$ cat src/rtl/comm_pkg.sv
// Shared types for the comm_slave command link: receive/transmit FSM states and frame length.
package comm_pkg;

   localparam int FRAME_BYTES = 3;

   typedef enum logic [1:0] {
      RX_IDLE,
      RX_WAIT_M,
      RX_WAIT_L
   } rx_state_t;

   typedef enum logic {
      TX_IDLE,
      TX_BUSY
   } tx_state_t;

endpackage

$ cat src/rtl/uart_trx.sv
// Byte-level 8N1 UART transceiver, LSB first; rx_rdy holds until clr_rx_rdy, tx_done pulses
// for one clock when the stop bit has fully left TX.
module uart_trx #(
   parameter int BAUD_DIV = 2604
) (
   input  logic       clk,
   input  logic       rst,
   input  logic       RX,
   output logic       TX,
   output logic       rx_rdy,
   input  logic       clr_rx_rdy,
   output logic [7:0] rx_data,
   input  logic       trmt,
   input  logic [7:0] tx_data,
   output logic       tx_done
);

   localparam int            BW     = $clog2(BAUD_DIV);
   localparam logic [BW-1:0] L_FULL = BW'(BAUD_DIV - 1);
   localparam logic [BW-1:0] L_HALF = BW'(BAUD_DIV / 2 - 1);

   logic          r_rx_s1, r_rx_s2, r_rx_prev;
   logic          r_rx_busy, r_rx_rdy;
   logic [BW-1:0] r_rx_baud;
   logic [3:0]    r_rx_bit;
   logic [7:0]    r_rx_shift, r_rx_data;
   logic          w_rx_fall, w_rx_tick;

   logic          r_tx, r_tx_busy, r_tx_done;
   logic [BW-1:0] r_tx_baud;
   logic [3:0]    r_tx_bit;
   logic [7:0]    r_tx_shift;

   assign w_rx_fall = r_rx_prev & ~r_rx_s2;
   // Half a bit to reach mid-start, then a full bit between every later sample.
   assign w_rx_tick = (r_rx_baud == ((r_rx_bit == 4'd0) ? L_HALF : L_FULL));

   always_ff @(posedge clk) begin
      if (rst) begin
         r_rx_s1   <= 1'b1;
         r_rx_s2   <= 1'b1;
         r_rx_prev <= 1'b1;
         r_rx_busy <= 1'b0;
         r_rx_rdy  <= 1'b0;
         r_rx_baud <= '0;
         r_rx_bit  <= '0;
      end else begin
         r_rx_s1   <= RX;
         r_rx_s2   <= r_rx_s1;
         r_rx_prev <= r_rx_s2;
         if (clr_rx_rdy) r_rx_rdy <= 1'b0;
         if (!r_rx_busy) begin
            if (w_rx_fall) r_rx_busy <= 1'b1;
            r_rx_baud <= '0;
            r_rx_bit  <= '0;
         end else if (w_rx_tick) begin
            r_rx_baud <= '0;
            if (r_rx_bit == 4'd0) begin
               if (r_rx_s2) r_rx_busy <= 1'b0;
               else         r_rx_bit  <= 4'd1;
            end else if (r_rx_bit <= 4'd8) begin
               r_rx_shift <= {r_rx_s2, r_rx_shift[7:1]};
               r_rx_bit   <= r_rx_bit + 4'd1;
            end else begin
               r_rx_busy <= 1'b0;
               if (r_rx_s2) begin
                  r_rx_data <= r_rx_shift;
                  r_rx_rdy  <= 1'b1;
               end
            end
         end else begin
            r_rx_baud <= r_rx_baud + BW'(1);
         end
      end
   end

   // r_tx_bit counts completed bit periods: 0 = start, 1..8 = data, 9 = stop.
   always_ff @(posedge clk) begin
      if (rst) begin
         r_tx      <= 1'b1;
         r_tx_busy <= 1'b0;
         r_tx_done <= 1'b0;
         r_tx_baud <= '0;
         r_tx_bit  <= '0;
      end else begin
         r_tx_done <= 1'b0;
         if (!r_tx_busy) begin
            if (trmt) begin
               r_tx_shift <= tx_data;
               r_tx       <= 1'b0;
               r_tx_busy  <= 1'b1;
               r_tx_baud  <= '0;
               r_tx_bit   <= '0;
            end
         end else if (r_tx_baud == L_FULL) begin
            r_tx_baud <= '0;
            r_tx_bit  <= r_tx_bit + 4'd1;
            if (r_tx_bit < 4'd8) begin
               r_tx       <= r_tx_shift[0];
               r_tx_shift <= {1'b0, r_tx_shift[7:1]};
            end else if (r_tx_bit == 4'd8) begin
               r_tx <= 1'b1;
            end else begin
               r_tx_busy <= 1'b0;
               r_tx_done <= 1'b1;
            end
         end else begin
            r_tx_baud <= r_tx_baud + BW'(1);
         end
      end
   end

   assign TX      = r_tx;
   assign tx_done = r_tx_done;
   assign rx_rdy  = r_rx_rdy;
   assign rx_data = r_rx_data;

endmodule

$ cat src/rtl/comm_slave.sv
// Responder end of the 3-byte UART command link (cmd, data hi, data lo) with a 1-byte response.
// Optional inter-byte timeout enabled by defining COMM_SLAVE_TIMEOUT_EN.
import comm_pkg::*;

module comm_slave #(
   parameter int BAUD_DIV    = 2604,
   parameter int TIMEOUT_CYC = 65536
) (
   input  logic        clk,
   input  logic        rst,
   input  logic        RX,
   output logic        TX,
   output logic [7:0]  cmd,
   output logic [15:0] data,
   output logic        cmd_rdy,
   input  logic        clr_cmd_rdy,
   input  logic [7:0]  resp,
   input  logic        snd_resp,
   output logic        resp_sent,
   output logic        frm_err
);

   rx_state_t   r_rx_state;
   tx_state_t   r_tx_state;
   logic [7:0]  r_cmd_s, r_hi_s, r_cmd;
   logic [15:0] r_data;
   logic        r_cmd_rdy, r_resp_sent;
   logic        w_rx_rdy, w_tx_done, w_trmt, w_to_expire;
   logic [7:0]  w_rx_byte;

   // Each byte is consumed the cycle it is flagged, so rx_rdy doubles as its own clear.
   assign w_trmt = snd_resp && (r_tx_state == TX_IDLE);

   uart_trx #(
      .BAUD_DIV (BAUD_DIV)
   ) u_trx (
      .clk        (clk),
      .rst        (rst),
      .RX         (RX),
      .TX         (TX),
      .rx_rdy     (w_rx_rdy),
      .clr_rx_rdy (w_rx_rdy),
      .rx_data    (w_rx_byte),
      .trmt       (w_trmt),
      .tx_data    (resp),
      .tx_done    (w_tx_done)
   );

`ifdef COMM_SLAVE_TIMEOUT_EN
   localparam int TW = $clog2(TIMEOUT_CYC + 1);
   logic [TW-1:0] r_to_cnt;
   logic          r_frm_err;

   assign w_to_expire = (r_rx_state != RX_IDLE) && !w_rx_rdy &&
                        (r_to_cnt == TW'(TIMEOUT_CYC - 1));

   always_ff @(posedge clk) begin
      if (rst) begin
         r_to_cnt  <= '0;
         r_frm_err <= 1'b0;
      end else begin
         r_frm_err <= w_to_expire;
         if ((r_rx_state == RX_IDLE) || w_rx_rdy || w_to_expire) r_to_cnt <= '0;
         else                                                    r_to_cnt <= r_to_cnt + TW'(1);
      end
   end

   assign frm_err = r_frm_err;
`else
   // No timeout: a partial frame waits forever and frm_err never fires.
   assign w_to_expire = 1'b0;
   assign frm_err     = (TIMEOUT_CYC < 0);
`endif

   always_ff @(posedge clk) begin
      if (rst) begin
         r_rx_state <= RX_IDLE;
         r_cmd      <= '0;
         r_data     <= '0;
         r_cmd_rdy  <= 1'b0;
      end else begin
         if (clr_cmd_rdy) r_cmd_rdy <= 1'b0;
         case (r_rx_state)
            RX_IDLE:
               if (w_rx_rdy) begin
                  r_cmd_s    <= w_rx_byte;
                  r_rx_state <= RX_WAIT_M;
               end
            RX_WAIT_M:
               if (w_rx_rdy) begin
                  r_hi_s     <= w_rx_byte;
                  r_rx_state <= RX_WAIT_L;
               end
            RX_WAIT_L:
               if (w_rx_rdy) begin
                  r_cmd      <= r_cmd_s;
                  r_data     <= {r_hi_s, w_rx_byte};
                  r_cmd_rdy  <= 1'b1;
                  r_rx_state <= RX_IDLE;
               end
            default: r_rx_state <= RX_IDLE;
         endcase
         if (w_to_expire) r_rx_state <= RX_IDLE;
      end
   end

   always_ff @(posedge clk) begin
      if (rst) begin
         r_tx_state  <= TX_IDLE;
         r_resp_sent <= 1'b0;
      end else begin
         case (r_tx_state)
            TX_IDLE:
               if (snd_resp) begin
                  r_resp_sent <= 1'b0;
                  r_tx_state  <= TX_BUSY;
               end
            TX_BUSY:
               if (w_tx_done) begin
                  r_resp_sent <= 1'b1;
                  r_tx_state  <= TX_IDLE;
               end
            default: r_tx_state <= TX_IDLE;
         endcase
      end
   end

   assign cmd       = r_cmd;
   assign data      = r_data;
   assign cmd_rdy   = r_cmd_rdy;
   assign resp_sent = r_resp_sent;

endmodule
$ cat config.mk
export PLATFORM = sky130hd
export DESIGN_NAME = comm_slave
export DESIGN_NICKNAME = d
export VERILOG_FILES = /design/src/rtl/comm_pkg.sv /design/src/rtl/uart_trx.sv /design/src/rtl/comm_slave.sv
export SDC_FILE = /design/constraint.sdc
export NUM_CORES = 1
export LEC_CHECK = 0
export ABC_CLOCK_PERIOD_IN_PS = 2740
export BUFFER_PORTS_ARGS = -buffer_cell sky130_fd_sc_hd__buf_2
export CORE_MARGIN = 3
export CORE_UTILIZATION = 58
export CTS_CLUSTER_DIAMETER = 150
export DETAILED_ROUTE_END_ITERATION = 7
export PLACE_DENSITY = 0.85
export SETUP_SLACK_MARGIN = 0.02
export SLEW_MARGIN = 25
export SYNTH_ARGS = -nofsm -noshare
export SYNTH_HDL_FRONTEND = slang
export SYNTH_SLANG_ARGS = --single-unit
$ cat constraint.sdc
create_clock -name clk -period 2.74 [get_ports clk]
set_clock_uncertainty 0.05 [all_clocks]
set_input_delay 0.411 -clock clk [delete_from_list [all_inputs] [get_ports clk]]
set_output_delay 0.411 -clock clk [all_outputs]
set_load 0.005 [all_outputs]
### Word level (Yosys, flattened, before mapping)

Cells that the tools add are included.

| word-level totals | value |
|---|---|
| output and inout bits | 28 |
| flip-flop bits (word level) | 109 |
| word-level logic and storage cells | 118 |

| cells by class | value |
|---|---|
| $lt $le $gt $ge | 2 |
| eq/ne operators | 14 |
| bitwise gates (word level) | 10 |
| $add $sub $neg | 4 |
| muxes and demuxes | 45 |
| reductions and logical operators | 20 |

Operators with widths:

| kind | count |
|---|---|
| 12-bit two-way mux | 4 |
| 8-bit two-way mux | 4 |
| 1-bit two-way mux | 25 |
| 12-bit by 1-bit adder with 12-bit output (second input constant) | 2 |
| 4-bit two-way mux | 6 |
| 3-bit AND reduction | 5 |
| 12-bit equality test | 1 |
| 12-bit equality test (second input constant) | 1 |
| 1-bit NOT | 9 |
| 4-bit by 1-bit adder with 4-bit output (second input constant) | 2 |
| 2-bit by 1-bit != test with 1-bit output (second input constant) | 4 |
| 2-bit != test (second input constant) | 4 |
| 2-bit two-way mux | 3 |
| 2-bit one-hot mux with 3 select lines | 1 |
| 2-bit AND reduction | 3 |
| 6-bit AND reduction | 1 |
| 5-bit AND reduction | 1 |
| 5-bit OR reduction | 1 |
| 4-bit equality test (second input constant) | 1 |
| 4-bit less-or-equal comparator (second input constant) | 1 |
| 4-bit logical NOT | 1 |
| 4-bit < comparator (second input constant) | 1 |
| 1-bit one-hot mux with 2 select lines | 2 |
| 4-bit AND reduction | 1 |
| 10 further kinds | 11 |

### Logic depth before layout (Yosys ltp)

Gate-level depths: netlist of run 1.

| logic depth | value |
|---|---|
| depth after elaboration | 5 |
| gate-level depth with buffers | 7 |
| depth with buffers taken out | 6 |

### Cells and area by module

A second synthesis of run 1 with hierarchy kept.

| second synthesis, totals | value |
|---|---|
| cell total of the unflattened synthesis | 414 |
| area total of the unflattened synthesis | 4450.5 sq um |

By module, submodules not included:

| module | area each (sq um) | cells an instance | times used | sequential area each (sq um) |
|---|---|---|---|---|
| uart_trx | 2872.8 | 269 | 1 | 1521.5 |
| comm_slave | 1577.8 | 145 | 1 | 1061.0 |

### Worst setup path after synthesis of run 1

No wires, ideal clock.

| timing path | value |
|---|---|
| kind | input -> register |
| from | in rst |
| to | reg r_cmd_s[0], enable pin |
| slack | 0.551 ns |
| arrival | 1.741 ns |
| stages | 3 |
| buffers on the path | 2 |
| cell sequence | clkbuf_1 clkbuf_1 nor4b_1 |

| between the ends | value |
|---|---|
| longest elaborated chain between the ends | 2 |

RTL lines:

| element | line | text |
|---|---|---|
| from (decl) | comm_slave.sv:10 | `input logic rst,` |
| 1-bit NOT (no source line) | n/a |  |
| 3-bit AND reduction (no source line) | n/a |  |
| to (signal assigned) | comm_slave.sv:86 | `r_cmd_s <= w_rx_byte;` |
| to (decl) | comm_slave.sv:25 | `logic [7:0] r_cmd_s, r_hi_s, r_cmd;` |

No other way between the ends.
A chain may end at the register's enable or synchronous reset.

### Worst setup path after layout of run 1

| timing path | value |
|---|---|
| from | reg u_trx.r_rx_bit[0] |
| to | reg u_trx.r_rx_data[1] (netlist: u_trx.rx_data[1]), enable pin |

| between the ends | value |
|---|---|
| longest elaborated chain between the ends | 4 |

RTL lines:

| element | line | text |
|---|---|---|
| from (decl) | uart_trx.sv:25 | `logic [3:0] r_rx_bit;` |
| from (signal assigned) | uart_trx.sv:63 | `r_rx_bit <= r_rx_bit + 4'd1;` |
| 4-bit logical NOT | uart_trx.sv:36, uart_trx.sv:58 |  |
| 12-bit two-way mux | uart_trx.sv:36 | `assign w_rx_tick = (r_rx_baud == ((r_rx_bit == 4'd0) ? L_HALF : L_FULL));` |
| 12-bit equality test | uart_trx.sv:36 |  |
| 6-bit AND reduction (no source line) * | n/a |  |
| to (signal assigned) | uart_trx.sv:67 | `r_rx_data <= r_rx_shift;` |
| to (decl) | uart_trx.sv:26 | `logic [7:0] r_rx_shift, r_rx_data;` |

Mark *: on every way between the ends. The rest lies on a longest branch, timed or not.

==> reports/metrics.csv, run 1 <==
stage,metric,value,unit
placement,hpwl,5.494,mm
floorplan,core,7019,um^2
timing,slew_viol_final,0,
cts,path_clk_slew,0.10,ns
grt,antenna_found_initial,0,
timing,maxSlewHeadroom,0.3664,
floorplan,pin_count,41,
yosys,yosysTopAreaCell,dfxtp_1,
detailed_routing,wl,7.884,mm
critical_path,worstRegToRegCells,6,
cts,cts.sinks,109,
critical_path,critPathLaunchType,register,
min_path,hold_class,primary input to register,
timing,setup_viol,0,
power,power.leakage,1.694,nW
yosys,syn_avg_cell_area,10.55,um^2
grt,grt_pass1_wl,13.14,mm
run_status,status,"complete, no violations",
power,p_per_area,559.0,nW/um^2
cts,post-cts-setup-buffers,0,
cells_and_area,ff_latch_area,2582,um^2
critical_path,critPathKind,register to register,
floorplan,dieArea,8532,um^2
placement,port_buffers,39,
flow_run,maxCapViolCount,0,
grt,overflow,0,
critical_path,crit_required,2.74,ns
critical_path,worst-endpoint-arrival,2.38,ns
timing,tightest_slew,0.9475,ns
timing,period_share,0.8695,
detailed_routing,antenna_left,0,
critical_path,endpoint_kind,register,
cts,htreeDepth,3,
yosys,ys_seq_area_frac,0.5969,
grt,grt_pass1_vias,2808,
critical_path,r2r_start,u_trx.r_rx_bit[0],
timing,fin_crit,2.382,ns
cells_and_area,multiInputGateArea,1610,um^2
yosys,synth_ff_type,dfxtp_1,
cells_and_area,fill_cells,526,
yosys,yosys.area.top_type_share,0.3193,
detailed_routing,vias,3104,
yosys,syn_inst,410,
cts,cts_tree,yes,
yosys,synth_edf_count,40,
detailed_routing,drtPass1Iterations,5,
cts,cts.hold.buffers_added,0,
grt,grt_usage,0.1947,
cells_and_area,diodes,0,
floorplan,die_x,92.37,um
cts,cts_resized,0,
power,ir_drop,0.4278,mV
timing,fin_setup_tns,0,ns
yosys,yosys-top-cells-count,"dfxtp_1 (69), nand2_1 (68), edfxtp_1 (40)",
floorplan,row_count,30,
cells_and_area,drive_gt1_frac,0.1581,
critical_path,path_max_fanout,8,
yosys,yosys-top-cells-area,"dfxtp_1 (32%), edfxtp_1 (28%), nand2_1 (5.9%)",
cts,clk_latency,0.37,ns
cts,clockBufferDepth,2,
floorplan,die_h,92.37,um
yosys,synth_seq_cells,109,
yosys,synth_nets,429,
detailed_routing,viasPerCell,5.695,
cells_and_area,syn_to_final_growth,10.18,%
detailed_routing,post-route-drc-count,0,
cts,numCtsBuffers,9,
yosys,yosys_warnings,0,
critical_path,regToRegSetupSlack,0.36,ns
yosys,async_flop_share,0,
placement,gp_congestion,0.8534,
cells_and_area,nNetsFinal,463,
timing,max_freq,419.7,MHz
min_path,hold_start,RX,
detailed_routing,drtIter0Drc,224,
detailed_routing,routedWlPerCell,14.47,um
critical_path,rr_endpoint,u_trx.rx_data[1],
yosys,synthesis.area,4327,um^2
floorplan,start_util,0.6164,
timing,hold_violations,0,
grt,grt_max_degree,26,
cells_and_area,fin_util,0.6791,
min_path,holdPathEnd,u_trx.r_rx_s1,
yosys,yosysUniqueCellTypes,54,
min_path,hold_depth,2,
timing,rsz0062_at_grt,no,
cts,ctsRootBufferMaster,clkbuf_8,
yosys,synth.most_common_cell,dfxtp_1,
## how the worst max path moves through the flow
stage,startpoint,end,slack [ns],cells after the start
global placement,u_trx.r_rx_bit[0],u_trx.rx_data[2],0.61,6
floorplan,rst,r_cmd_s[0],0.55,3
CTS,u_trx.r_rx_bit[0],u_trx.rx_data[4],0.42,6
global route,u_trx.r_rx_bit[0],u_trx.rx_data[4],0.14,6
detailed placement,u_trx.r_rx_bit[0],u_trx.rx_data[1],0.50,6
finish,u_trx.r_rx_bit[0],u_trx.rx_data[1],0.36,6
## state kept, by name (all words and copies together) (netlist names), 2 cells and up
signal	count
cmd	8
r_rx_state	2
u_trx.r_rx_baud	12
u_trx.r_rx_shift	8
r_hi_s	8
u_trx.r_rx_bit	4
u_trx.r_tx_shift	8
u_trx.r_tx_baud	12
u_trx.r_tx_bit	4
r_cmd_s	8
data	16
u_trx.rx_data	8
## worst max-delay path, cell delays in order (launching register included)
cell	delay, ns
dfxtp_1	0.38
inv_1	0.08
ha_1	0.22
nor3b_1	0.19
nor4_1	0.55
o21a_1	0.21
and4_1	0.39
## cell families (layout without fill, tap and decap cells)
group | count (synthesis) | after routing | synth area share
XOR/XNOR | 13 | 13 | 0.02632
buffers and inverters | 31 | 70 | 0.03094
multiplexers | 10 | 10 | 0.02516
other | 1 | 1 | 0.0008667
AO/OA/AOI/OAI | 77 | 77 | 0.1093
flip-flops | 109 | 109 | 0.5969
adder cells (fa/ha/maj) | 6 | 6 | 0.01735
AND/OR/NAND/NOR | 163 | 163 | 0.1932
## placed cells by master, fill, tap and decap left out, types with 3 or more instances in the layout
cell,count
nand3_1,8
a211oi_1,4
mux2_2,7
edfxtp_1,40
nand2_1,68
mux2i_1,3
nor2_1,21
dfxtp_1,69
ha_1,6
buf_4,5
nand2b_1,4
o31ai_1,4
a22o_1,4
nor4_1,4
and3_1,4
xnor2_1,6
clkbuf_8,9
nand4_1,5
clkinv_4,3
nor2b_1,7
a21oi_1,35
xor2_1,7
nor3_1,15
inv_1,10
buf_2,39
o21ai_0,6
a31oi_1,10
nor3b_1,3
and4_1,5
## routing by layer
| metal | up-vias | track usage | share of wire |
|---|---|---|---|
| met3 | 9 | 0.04549 | 0.054 |
| met1 | 1454 | 0.2620 | 0.45 |
| li1 | 1545 | - | - |
| met2 | 96 | 0.3088 | 0.48 |
| met4 | 0 | 0.07178 | 0.011 |
| met5 | - | 0 | 0 |
## final cells by class
class,instances,area share
flip-flops and latches,109,0.5417
repair buffers,44,0.04882
inverters,10,0.007874
clock buffers,10,0.02677
well taps,96,0.02520
multi-input cells,270,0.3378
clock inverters,6,0.01181
## stage by stage
| step | area, um^2 | hold slack (ns) | instances | worst slack, ns | power (mW) |
|---|---|---|---|---|---|
| after CTS | 4767 | 0.1523 | 545 | 0.4179 | 2.684 |
| after floorplan | 4327 | 0.3395 | 410 | 0.5512 | 1.789 |
| after global routing | 4767 | 0.1497 | 545 | 0.1368 | 2.762 |
| after global placement | 4583 | 0.3487 | 529 | 0.6053 | 1.809 |
| after detailed placement | 4583 | 0.3566 | 529 | 0.5047 | 1.814 |
| final | 4767 | 0.1750 | 545 | 0.3576 | 2.665 |
## power breakdown
part	switching, mW	total [mW]	leakage (nW)	internal, mW
Clock	0.540	0.888	0.0905	0.348
Combinational	0.0472	0.0808	0.685	0.0336
Sequential	0.0142	1.70	0.918	1.68
No activity file was read; power rests on OpenSTA's default activity.
==> inputs of run 2 (changes only) <==
BUFFER_PORTS_ARGS = default   (was -buffer_cell sky130_fd_sc_hd__buf_2)
CORE_UTILIZATION = 60   (was 58)
DONT_BUFFER_PORTS = 1   (was default)
PLACE_DENSITY = 0.83   (was 0.85)
==> run 2 against run 1 <==
Net effect: sequential cell count is the same; final area down 3.7%; critical path depth is the same; largest power group unchanged.
==> reports/metrics.csv, run 2 (synthesis results as in run 1) <==
stage,metric,value,unit
cells_and_area,diodes,0,
grt,grt_pass1_wl,12.95,mm
critical_path,critPathLaunchType,register,
grt,antenna_found_initial,0,
power,seqPwrFrac,0.623,
timing,fin_crit,2.328,ns
cells_and_area,fin_cells,505,
critical_path,path_max_fanout,8,
critical_path,crit_required,2.73,ns
detailed_routing,routedWlPerCell,15.24,um
cells_and_area,final_common_cell,dfxtp_1,
timing,setup_viol,0,
timing,slew_viol_final,0,
detailed_routing,vias,2962,
run_status,status,"complete, no violations",
floorplan,row_count,30,
power,p_comb_frac,0.022,
critical_path,regToRegSetupSlack,0.41,ns
timing,max_freq,429.5,MHz
critical_path,rr_endpoint,u_trx.rx_data[5],
critical_path,r2r_start,u_trx.r_rx_bit[0],
power,ir_drop,0.3146,mV
floorplan,core,6907,um^2
timing,fin_setup_tns,0,ns
power,clkPwrFrac,0.355,
flow_run,maxCapViolCount,0,
critical_path,critical_path.cell_chain,inv_1 -> ha_1 -> nor3b_1 -> nor4_1 -> o21a_1 -> and4_1,
placement,gp_congestion,0.8857,
power,p_sw,0.6458,mW
min_path,hold_start,rst,
cts,numCtsBuffers,9,
detailed_routing,viasPerCell,5.865,
timing,hold_violations,0,
floorplan,die_h,90.92,um
floorplan,start_util,0.6264,
critical_path,path_delay_family,simple AND/OR/NAND/NOR gates,
grt,overflow,0,
timing,rsz0062_at_grt,no,
floorplan,pin_count,41,
cts,clk_latency,0.36,ns
grt,grt_max_degree,50,
min_path,holdPathEnd,data[6],
power,total_power,2.724,mW
grt,grt_pass1_vias,2794,
cts,path_clk_slew,0.12,ns
power,internal_power,2.078,mW
min_path,hold_class,primary input to register,
cells_and_area,syn_to_final_growth,6.102,%
cells_and_area,final_cell_mix,"dfxtp_1 (69), nand2_1 (68), edfxtp_1 (40)",
cts,cts.hold.buffers_added,0,
detailed_routing,post-route-drc-count,0,
cts,cts_tree,yes,
floorplan,dieArea,8266,um^2
cells_and_area,largest_reg_flops,16,
critical_path,critPathSlowestCell,nor4_1,
cts,cts.sinks,109,
cts,htreeDepth,3,
critical_path,worst-endpoint-arrival,2.31,ns
critical_path,max_stage_delay,0.47,ns
cells_and_area,drive_gt1_frac,0.07824,
detailed_routing,drtIter0Drc,145,
cts,cts_resized,0,
placement,dp.cells,489,
critical_path,worstRegToRegCells,6,
detailed_routing,drtPass1Iterations,4,
cells_and_area,nNetsFinal,423,
power,power_switching_share,0.2371,
cts,ctsRootBufferMaster,clkbuf_8,
power,p_per_area,593.4,nW/um^2
placement,port_buffers,0,
detailed_routing,antenna_left,0,
grt,grt_usage,0.1930,
placement,hpwl,5.282,mm
detailed_routing,wl,7.695,mm
min_path,hold_depth,1,
power,power.leakage,1.507,nW
critical_path,critPathKind,register to register,
floorplan,die_x,90.92,um
timing,tightest_slew,0.9252,ns
critical_path,endpoint_kind,register,
cells_and_area,fill_cells,527,
critical_path,critPathBufInv,1,
timing,period_share,0.8497,
timing,maxSlewHeadroom,0.3813,
cts,post-cts-setup-buffers,0,
cts,clockBufferDepth,2,
run 2: metrics by stage:
stage	hold slack, ns	setup WS (ns)	util	area (um^2)
floorplan	0.3395	0.5512	-	4327
detailed placement	0.3533	0.4720	0.6342	4380
global placement	0.3534	0.5908	0.6342	4380
global route	0.01752	0.2857	0.6647	4591
finish	0.06051	0.4119	0.6647	4591
CTS	0.02874	0.4343	0.6647	4591
run 2: layout make-up:
cell class / count / area, um^2 / share of cell area
Sequential cell: 109 / 2582 / 0.5626
Multi-Input combinational cell: 270 / 1610 / 0.3508
Clock buffer: 9 / 123.9 / 0.02698
Tap cell: 96 / 120.1 / 0.02617
Clock inverter: 7 / 86.33 / 0.01881
Inverter: 10 / 37.54 / 0.008177
Timing Repair Buffer: 4 / 30.03 / 0.006541
run 2: worst max path at each step:
stage	from	to	slack [ns]	depth (start not counted)
global route	u_trx.r_rx_bit[0]	u_trx.rx_data[7]	0.29	6
global placement	u_trx.r_tx_baud[0]	u_trx.r_tx_shift[4]	0.59	5
detailed placement	u_trx.r_rx_bit[0]	u_trx.rx_data[3]	0.47	6
CTS	u_trx.r_rx_bit[0]	u_trx.rx_data[5]	0.43	6
finish	u_trx.r_rx_bit[0]	u_trx.rx_data[5]	0.41	6
floorplan	rst	r_cmd_s[0]	0.55	3
run 2: per-layer routing:
metal  global-route usage  vias up  part of all wire
met2               0.3200       69              0.49
li1                     -     1456                 -
met1               0.2474     1429              0.46
met5                    0        -                 0
met3              0.04167        8             0.045
met4              0.07412        0             0.012
run 2: power by group through the flow:
stage	Sequential (mW)	Combinational [mW]	Clock, mW
2_1_floorplan	1.72	0.0638	0
3_3_place_gp	1.73	0.0569	0
3_5_place_dp	1.73	0.0593	0
4_1_cts	1.70	0.0599	0.997
5_1_grt	1.70	0.0684	1.06
6_report	1.70	0.0603	0.967
